$ cat config.mk
export PLATFORM = sky130hd
export DESIGN_NAME = ads1115_target
export DESIGN_NICKNAME = d
export VERILOG_FILES = /design/src/rtl/ads1115_target.sv
export SDC_FILE = /design/constraint.sdc
export NUM_CORES = 1
export LEC_CHECK = 0
export CORE_ASPECT_RATIO = 0.6
export CORE_MARGIN = 4
export CORE_UTILIZATION = 51
export CTS_CLUSTER_SIZE = 25
export DETAILED_ROUTE_END_ITERATION = 16
export PLACE_DENSITY = 0.76
export SYNTH_ARGS = -nofsm -noshare
export SYNTH_HDL_FRONTEND = slang
export SYNTH_SLANG_ARGS = --single-unit
export TNS_END_PERCENT = 1
$ cat constraint.sdc
create_clock -name clk -period 2.9 [get_ports clk]
set_input_delay 0.435 -clock clk [delete_from_list [all_inputs] [get_ports clk]]
set_output_delay 0.435 -clock clk [all_outputs]
set_load 0.01 [all_outputs]
$ cat src/rtl/ads1115_target.sv
// I2C target emulating the ADS1115 register map: conversion (ptr 0), config, Lo/Hi thresholds.
// Define ALERT_RDY_EN to build the conversion-ready low pulse on o_alert_n.
module ads1115_target #(
  parameter logic [6:0] DEV_ADDR    = 7'h48,
  parameter int         ALERT_PULSE = 200
) (
  input  logic        clk,
  input  logic        rst_n,
  input  logic        i_scl,
  input  logic        i_sda,
  output logic        o_sda_oe,
  input  logic [15:0] i_conv_data,
  input  logic        i_conv_valid,
  output logic [15:0] o_config,
  output logic [15:0] o_lo_thresh,
  output logic [15:0] o_hi_thresh,
  output logic        o_wr_strobe,
  output logic [1:0]  o_wr_ptr,
  output logic        o_alert_n
);

  typedef enum logic [2:0] {
    IDLE, ADDR, ADDR_ACK, WR_BYTE, WR_ACK, RD_BYTE, RD_ACK, IGNORE
  } state_t;

  // [1:0] form the synchronizer, [2] is the history bit for edge detection
  logic [2:0] scl_q, sda_q;
  logic       scl_rise, scl_fall, start_evt, stop_evt, sda_s;

  state_t      state_q;
  logic [3:0]  bit_cnt_q;
  logic [7:0]  shift_q;
  logic [7:0]  msb_q;
  logic [15:0] tx_q;
  logic [1:0]  byte_idx_q;
  logic [1:0]  ptr_q;
  logic        rw_q, hi_byte_q, sda_oe_q;
  logic [15:0] config_q, lo_q, hi_q;
  logic        wr_pend_q, wr_strobe_q;
  logic [1:0]  wr_ptr_q;
  logic [15:0] rd_word_d;

  always_ff @(posedge clk or negedge rst_n) begin
    if (!rst_n) begin
      scl_q <= 3'b111;
      sda_q <= 3'b111;
    end else begin
      scl_q <= {scl_q[1:0], i_scl};
      sda_q <= {sda_q[1:0], i_sda};
    end
  end

  assign sda_s     = sda_q[1];
  assign scl_rise  = scl_q[1] & ~scl_q[2];
  assign scl_fall  = ~scl_q[1] & scl_q[2];
  assign start_evt = scl_q[1] & scl_q[2] & sda_q[2] & ~sda_q[1];
  assign stop_evt  = scl_q[1] & scl_q[2] & ~sda_q[2] & sda_q[1];

  always_comb begin
    rd_word_d = i_conv_data;
    case (ptr_q)
      2'd1:    rd_word_d = config_q;
      2'd2:    rd_word_d = lo_q;
      2'd3:    rd_word_d = hi_q;
      default: rd_word_d = i_conv_data;
    endcase
  end

  always_ff @(posedge clk or negedge rst_n) begin
    if (!rst_n) begin
      state_q     <= IDLE;
      bit_cnt_q   <= 4'd0;
      shift_q     <= 8'h00;
      msb_q       <= 8'h00;
      tx_q        <= 16'h0000;
      byte_idx_q  <= 2'd0;
      ptr_q       <= 2'd0;
      rw_q        <= 1'b0;
      hi_byte_q   <= 1'b0;
      sda_oe_q    <= 1'b0;
      config_q    <= 16'h8583;
      lo_q        <= 16'h8000;
      hi_q        <= 16'h7FFF;
      wr_pend_q   <= 1'b0;
      wr_strobe_q <= 1'b0;
      wr_ptr_q    <= 2'd0;
    end else begin
      wr_pend_q   <= 1'b0;
      wr_strobe_q <= wr_pend_q;
      if (wr_pend_q) wr_ptr_q <= ptr_q;

      if (start_evt) begin
        state_q   <= ADDR;
        bit_cnt_q <= 4'd0;
        sda_oe_q  <= 1'b0;
      end else if (stop_evt) begin
        state_q  <= IDLE;
        sda_oe_q <= 1'b0;
      end else begin
        case (state_q)
          ADDR: begin
            if (scl_rise) begin
              shift_q   <= {shift_q[6:0], sda_s};
              bit_cnt_q <= bit_cnt_q + 4'd1;
            end else if (scl_fall && bit_cnt_q == 4'd8) begin
              rw_q <= shift_q[0];
              if (shift_q[7:1] == DEV_ADDR) begin
                sda_oe_q <= 1'b1;
                state_q  <= ADDR_ACK;
              end else begin
                state_q <= IGNORE;
              end
            end
          end
          ADDR_ACK: begin
            if (scl_fall) begin
              if (!rw_q) begin
                sda_oe_q   <= 1'b0;
                bit_cnt_q  <= 4'd0;
                byte_idx_q <= 2'd0;
                state_q    <= WR_BYTE;
              end else begin
                sda_oe_q  <= ~rd_word_d[15];
                tx_q      <= {rd_word_d[14:0], 1'b0};
                bit_cnt_q <= 4'd1;
                hi_byte_q <= 1'b1;
                state_q   <= RD_BYTE;
              end
            end
          end
          WR_BYTE: begin
            if (scl_rise) begin
              shift_q   <= {shift_q[6:0], sda_s};
              bit_cnt_q <= bit_cnt_q + 4'd1;
            end else if (scl_fall && bit_cnt_q == 4'd8) begin
              sda_oe_q <= 1'b1;
              state_q  <= WR_ACK;
              case (byte_idx_q)
                2'd0: begin
                  ptr_q      <= shift_q[1:0];
                  byte_idx_q <= 2'd1;
                end
                2'd1: begin
                  msb_q      <= shift_q;
                  byte_idx_q <= 2'd2;
                end
                default: begin
                  // Conversion register is read-only: byte is ACKed, data dropped
                  case (ptr_q)
                    2'd1:    config_q <= {msb_q, shift_q};
                    2'd2:    lo_q     <= {msb_q, shift_q};
                    2'd3:    hi_q     <= {msb_q, shift_q};
                    default: ;
                  endcase
                  wr_pend_q  <= (ptr_q != 2'd0);
                  byte_idx_q <= 2'd1;
                end
              endcase
            end
          end
          WR_ACK: begin
            if (scl_fall) begin
              sda_oe_q  <= 1'b0;
              bit_cnt_q <= 4'd0;
              state_q   <= WR_BYTE;
            end
          end
          RD_BYTE: begin
            if (scl_fall) begin
              if (bit_cnt_q == 4'd8) begin
                sda_oe_q <= 1'b0;
                state_q  <= RD_ACK;
              end else begin
                sda_oe_q  <= ~tx_q[15];
                tx_q      <= {tx_q[14:0], 1'b0};
                bit_cnt_q <= bit_cnt_q + 4'd1;
              end
            end
          end
          RD_ACK: begin
            if (scl_rise && sda_s) begin
              state_q <= IGNORE;
            end else if (scl_fall) begin
              bit_cnt_q <= 4'd1;
              state_q   <= RD_BYTE;
              if (hi_byte_q) begin
                sda_oe_q  <= ~tx_q[15];
                tx_q      <= {tx_q[14:0], 1'b0};
                hi_byte_q <= 1'b0;
              end else begin
                // Word boundary: relatch so MSB and LSB of the next word are coherent
                sda_oe_q  <= ~rd_word_d[15];
                tx_q      <= {rd_word_d[14:0], 1'b0};
                hi_byte_q <= 1'b1;
              end
            end
          end
          default: ;
        endcase
      end
    end
  end

`ifdef ALERT_RDY_EN
  localparam int CW = $clog2(ALERT_PULSE + 1);
  logic [CW-1:0] alert_cnt_q;

  // Pulse only in conversion-ready mode (Hi_thresh MSB set, Lo_thresh MSB clear)
  always_ff @(posedge clk or negedge rst_n) begin
    if (!rst_n) begin
      alert_cnt_q <= '0;
    end else if (i_conv_valid && hi_q[15] && !lo_q[15]) begin
      alert_cnt_q <= CW'(ALERT_PULSE);
    end else if (alert_cnt_q != '0) begin
      alert_cnt_q <= alert_cnt_q - CW'(1);
    end
  end

  assign o_alert_n = (alert_cnt_q == '0);
`else
  logic unused_alert;
  assign unused_alert = i_conv_valid ^ (ALERT_PULSE == 0);
  assign o_alert_n    = 1'b1;
`endif

  assign o_sda_oe    = sda_oe_q;
  assign o_config    = config_q;
  assign o_lo_thresh = lo_q;
  assign o_hi_thresh = hi_q;
  assign o_wr_strobe = wr_strobe_q;
  assign o_wr_ptr    = wr_ptr_q;

endmodule

== Word-level counts from Yosys, hierarchy flattened ==
Cells that the tools add are included.

* Register bits after elaboration: 104
* Word-level logic and storage cells: 170

* Add/sub/neg operators: 1
* Eq/ne operators: 41
* Mux-type cells: 69
* Bitwise operators: 17
* Reductions and logical operators: 24

{| class="wikitable"
|+ Operator list
! operator !! count
|-
| $mux W16 || 7
|-
| $pmux W16 S3 || 2
|-
| $ne A4 B4 Y1 const B || 11
|-
| $mux W3 || 14
|-
| $mux W4 || 9
|-
| $reduce_and A7 Y1 || 5
|-
| $mux W1 || 27
|-
| $ne A2 B2 Y1 const B || 10
|-
| $pmux W4 S5 || 1
|-
| $ne A3 B3 Y1 const B || 6
|-
| $pmux W3 S6 || 1
|-
| $reduce_and A9 Y1 || 2
|-
| $reduce_and A6 Y1 || 2
|-
| $reduce_and A11 Y1 || 1
|-
| $mux W2 || 5
|-
| $not A1 Y1 || 10
|-
| $reduce_and A10 Y1 || 1
|-
| $eq A3 B3 Y1 const B || 3
|-
| $reduce_bool A8 Y1 || 1
|-
| $and A1 B1 Y1 || 7
|-
| $eq A7 B7 Y1 const B || 1
|-
| $eq A3 B2 Y1 const B || 2
|-
| $pmux W1 S6 || 1
|-
| $reduce_bool A2 Y1 || 3
|-
| 16 further kinds || 20
|}

== Longest topological paths before layout ==
* Depth in word-level cells: 9
* Depth in mapped cells: 8

== Worst setup path before layout ==
No wires, ideal clock.

* Path kind: register -> register
* Start: reg bit_cnt_q[0]
* End: reg config_q[11] (netlist: o_config[11])
* Arrival time: 1,892 ps
* Required time: 2,775 ps
* Setup slack: 883 ps
* Stages on the path, launching flop included: 9
* Clock period less this slack: 2,017 ps
* Cells stage by stage: dfrtp_1 > inv_1 > ha_1 > nand3b_1 > nor3_2 > nand3_1 > nor2_4 > buf_6 > mux2_2

* Longest elaborated chain between the ends: 3

{| class="wikitable"
|+ RTL lines
! what !! line !! RTL
|-
| start: declaration || 31 || <nowiki>logic [3:0] bit_cnt_q;</nowiki>
|-
| start signal: assignment || 104 || <nowiki>bit_cnt_q <= bit_cnt_q + 4'd1;</nowiki>
|-
| start signal: assignment || 134 || <nowiki>bit_cnt_q <= bit_cnt_q + 4'd1;</nowiki>
|-
| start signal: assignment || 176 || <nowiki>bit_cnt_q <= bit_cnt_q + 4'd1;</nowiki>
|-
| $eq A4 B4 Y1 || 135 || <nowiki>end else if (scl_fall && bit_cnt_q == 4'd8) begin</nowiki>
|-
| $logic_and A1 B1 Y1 || 135 ||
|-
| $reduce_and A7 Y1 (no source line) || - ||
|-
| end signal: assignment || 150 || <nowiki>2'd1: config_q <= {msb_q, shift_q};</nowiki>
|-
| end: declaration || 38 || <nowiki>logic [15:0] config_q, lo_q, hi_q;</nowiki>
|}

Every way passes these cells.
A chain may end at the register's enable or synchronous reset.

== Worst setup path after layout ==
* Start: reg scl_q[2]
* End: reg hi_q[4] (netlist: o_hi_thresh[4])

* Longest elaborated chain between the ends: 5
* Elaborated cells between the ends (all ways): 13

{| class="wikitable"
|+ RTL lines
! what !! line !! RTL
|-
| start: declaration || 27 || <nowiki>logic [2:0] scl_q, sda_q;</nowiki>
|-
| start signal: assignment || 48 || <nowiki>scl_q <= {scl_q[1:0], i_scl};</nowiki>
|-
| $and A1 B1 Y1 || 56, 57 ||
|-
| $and A1 B1 Y1 (on tied branches) (2 in series) || 57, 56 ||
|-
| $not A1 Y1 (no source line) || - ||
|-
| $reduce_and A7 Y1 (no source line) * || - ||
|-
| end signal: assignment || 152 || <nowiki>2'd3: hi_q <= {msb_q, shift_q};</nowiki>
|-
| end: declaration || 38 ||
|}

Mark *: on every way between the ends. The rest lies on a longest branch, timed or not.

==> flow_summary_export.csv <==
group,metric,value,unit
run_status,status,"finished, final reports clean",
power,powerDensity,500,nW/µm²
worst_setup_path,slowest_delay,0.61,ns
job,maxCapViolations,0,
place,io_buffers,71,
route,ant_nets,0,
worst_setup_path,cp_max_fo,11,
sta,tightest_slew,0.835,ns
finish,final_core_util,65.9,%
clock_network,cts_setup_buffers,0,
grt,grt_overflow,0,
logic_synthesis,ys.flop_type,"dfrtp_1",
route,routed_wl,12200,µm
grt,globalRouteTotalUtil,21.6,%
route,avgViaCountPerCell,5.94,
clock_network,path_clk_slew,0.08,ns
sta,skew,0.00646,ns
worst_setup_path,worstPathCellList,"nand2b_2, nor3_2, nand4_2, buf_4, mux2_2",
grt,antenna_found_initial,0,
route,vias,3508,
sta,final-max-slew-violation-count,0,
sta,finalSetupTns,0,ns
floorplanning,die_area,11600,µm²
power,leakage,2.69,nW
clock_network,clk_latency,0.35,ns
place,dp.final_hpwl,8800,µm
sta,rsz0062_at_grt,"no",
sta,fin_crit,2.26,ns
worst_setup_path,r2r_start,"scl_q[2]",
clock_network,cts-htree-levels,3,
worst_setup_path,crit_arrival,2.54,ns
clock_network,ctsRootBufferMaster,"clkbuf_16",
clock_network,cts_buffer_depth,2,
floorplanning,start_util,53.5,%
power,p_total,0.00309,W
worst_setup_path,cp-startpoint,"scl_q[2]",
clock_network,ctsResizeCount,0,
worst_setup_path,crit_path_top_delay_cell,"dfstp_2",
worst_setup_path,crit_path_end_kind,"flip-flop",
floorplanning,fp.dieW,136,µm
logic_synthesis,synth-seq-cells,103,
logic_synthesis,synth_edf_count,0,
clock_network,cts.sinks,103,
floorplanning,die_h,84.9,µm
floorplanning,io_pins,74,
logic_synthesis,yosysWarnings,0,
finish,fin_cells,591,
power,peakVddDrop,0.310,mV
route,first_pass_iters,5,
finish,n_antenna_cell,0,
route,wl_per_cell,20.6,µm
finish,areaGrowthSynthToFinish,23.1,%
finish,nets,479,
worst_setup_path,crit_path_start_kind,"flip-flop",
clock_network,cts_tree,"done",
place,placed_cells,575,
sta,fmax,442,MHz
worst_setup_path,critPathKind,"flip-flop to flip-flop",
logic_synthesis,synth_cell_types,66,
grt,grt_max_degree,43,
min_path,hold_class,"input pin to async pin",
sta,max_slew_margin,44.2,%
place,place.gp.congestion,0.855,
logic_synthesis,async_flop_share,100,%
logic_synthesis,synth_nets,403,
route,drcViolationCount,0,
logic_synthesis,avgSynthCellArea,13.2,µm²
sta,period_share,78.1,%
finish,drive_above_1_share,34.5,%
worst_setup_path,cp.required,3.18,ns
worst_setup_path,reg2reg_slack,0.64,ns
logic_synthesis,ys_seq_area_share,52.0,%
floorplanning,rows,27,
grt,grt_pass1_vias,3452,
grt,grt_pass1_wl,19200,µm
logic_synthesis,syn-instance-count,380,
route,first_iter_violations,362,
sta,timing_hold_violations_final,0,
clock_network,cts_buffers,9,
logic_synthesis,syn-cell-area,5030,µm²
clock_network,cts_hold_buf,0,
floorplanning,coreArea,9390,µm²
sta,setup_viol,0,
==> layout make-up <==
class	count	area [µm²]
fillers	704	3200
flip-flops and latches	103	2610
multi-input cells	246	2240
repair buffers	86	833
inverters	10	37.5
well taps	130	163
clock buffers	9	225
clock inverters	7	72.6
==> where the power goes <==
part	total, W	switching [W]	internal, W
combinational	0.000257	0.000125	0.000131
clock	0.00121	0.000596	0.000610
sequential	0.00163	0.000128	0.00150
==> critical path, delay by kind of cell, from the launching register on <==
family / cells / cell delay [ns]
DFF: 1 / 0.61
and+or+nand+nor: 3 / 0.97
muxes: 1 / 0.28
buffers and inverters: 1 / 0.34
==> Yosys cell counts (all sizes together) (2+ instances only) <==
library cell	instances	area share, %
dfrtp	75	37
mux2	70	16
dfstp	28	15
a21oi	24	2.4
nor2	23	1.9
buf	19	2.4
mux2i	16	3.2
mux4	16	7.2
inv	10	0.75
nand2	9	0.67
nor3	8	0.90
o21ai	6	0.60
nand2b	5	0.67
nor2b	5	0.62
a22o	4	0.70
and2	4	0.55
and3	4	0.50
nand3	4	0.40
a2111oi	3	1.1
a211oi	3	0.45
nand3b	3	0.45
and3b	2	0.35
clkbuf	2	0.22
ha	2	0.50
o211a	2	0.40
o221ai	2	0.35
o22ai	2	0.25
or2	2	0.25
==> path summary, 6_finish.rpt <==
path                       depth (start not counted)        endpoint
setup / recovery                                   5  o_hi_thresh[4]
hold / removal                                     1   byte_idx_q[0]
setup reg to reg                                   5  o_hi_thresh[4]
hold reg to reg                                    0        sda_q[1]
max in group asynchronous                          2  o_hi_thresh[9]
min in group clk                                   0        sda_q[1]
==> cells in the final DEF (no fill, tap or decap), types with 2 or more instances in the layout <==
cell / Yosys / final
dfrtp_1: 75 / 75
clkdlybuf4s50_1: 0 / 70
mux2_2: 69 / 69
dfstp_2: 28 / 28
a21oi_1: 24 / 24
nor2_1: 22 / 22
mux4_2: 16 / 16
mux2i_1: 16 / 16
buf_4: 4 / 15
inv_1: 10 / 10
nand2_1: 9 / 9
clkbuf_16: 0 / 9
nor3_1: 7 / 7
nor2b_1: 5 / 5
o21ai_0: 5 / 5
nand3_1: 4 / 4
a22o_1: 4 / 4
and3_1: 4 / 4
nand2b_1: 4 / 4
nand3b_1: 3 / 3
and2_1: 3 / 3
a211oi_1: 3 / 3
o211a_1: 2 / 2
o22ai_1: 2 / 2
a2111oi_2: 2 / 2
or2_2: 2 / 2
and3b_1: 2 / 2
o221ai_1: 2 / 2
ha_1: 2 / 2
inv_6: 0 / 2
inv_8: 0 / 2
==> per-stage QoR <==
stage	hold WS (ns)	instance area, µm²	setup slack [ns]
5_1_grt	0.102	6190	0.489
3_3_place_gp	0.348	5890	0.665
2_1_floorplan	0.139	5030	0.883
6_report	0.0595	6190	0.636
3_5_place_dp	0.347	5890	0.627
4_1_cts	0.0777	6190	0.618
==> metal layers <==
layer  track usage (%)  share of wire [%]  vias up
met5                 0                  0        -
met4              5.03                1.3        0
met3              4.86                5.9       19
met2              29.9                 43      129
met1              34.5                 50     1793
li1                  -                  -     1567
==> sequential cells by signal, summed over array words and instances (netlist names), 3 cells and up <==
| register | count |
|---|---|
| bit_cnt_q | 4 |
| msb_q | 8 |
| o_config | 16 |
| o_hi_thresh | 16 |
| o_lo_thresh | 16 |
| scl_q | 3 |
| sda_q | 3 |
| shift_q | 8 |
| state_q | 3 |
| tx_q | 15 |
==> kinds of logic (layout without fill, tap and decap cells) <==
kind of cell	count (synthesis)	count (layout)	share of synthesized area [%]
DFF	103	103	52.0
adders and majority gates	2	2	0.498
buffers and inverters	31	112	3.41
other	1	1	0.0746
muxes	102	102	26.0
xor gates and xnor gates	1	1	0.174
AOI/OAI and AO/OA	62	62	8.98
and+or+nand+nor	78	78	8.88
Power figures use the tool's default switching activity.
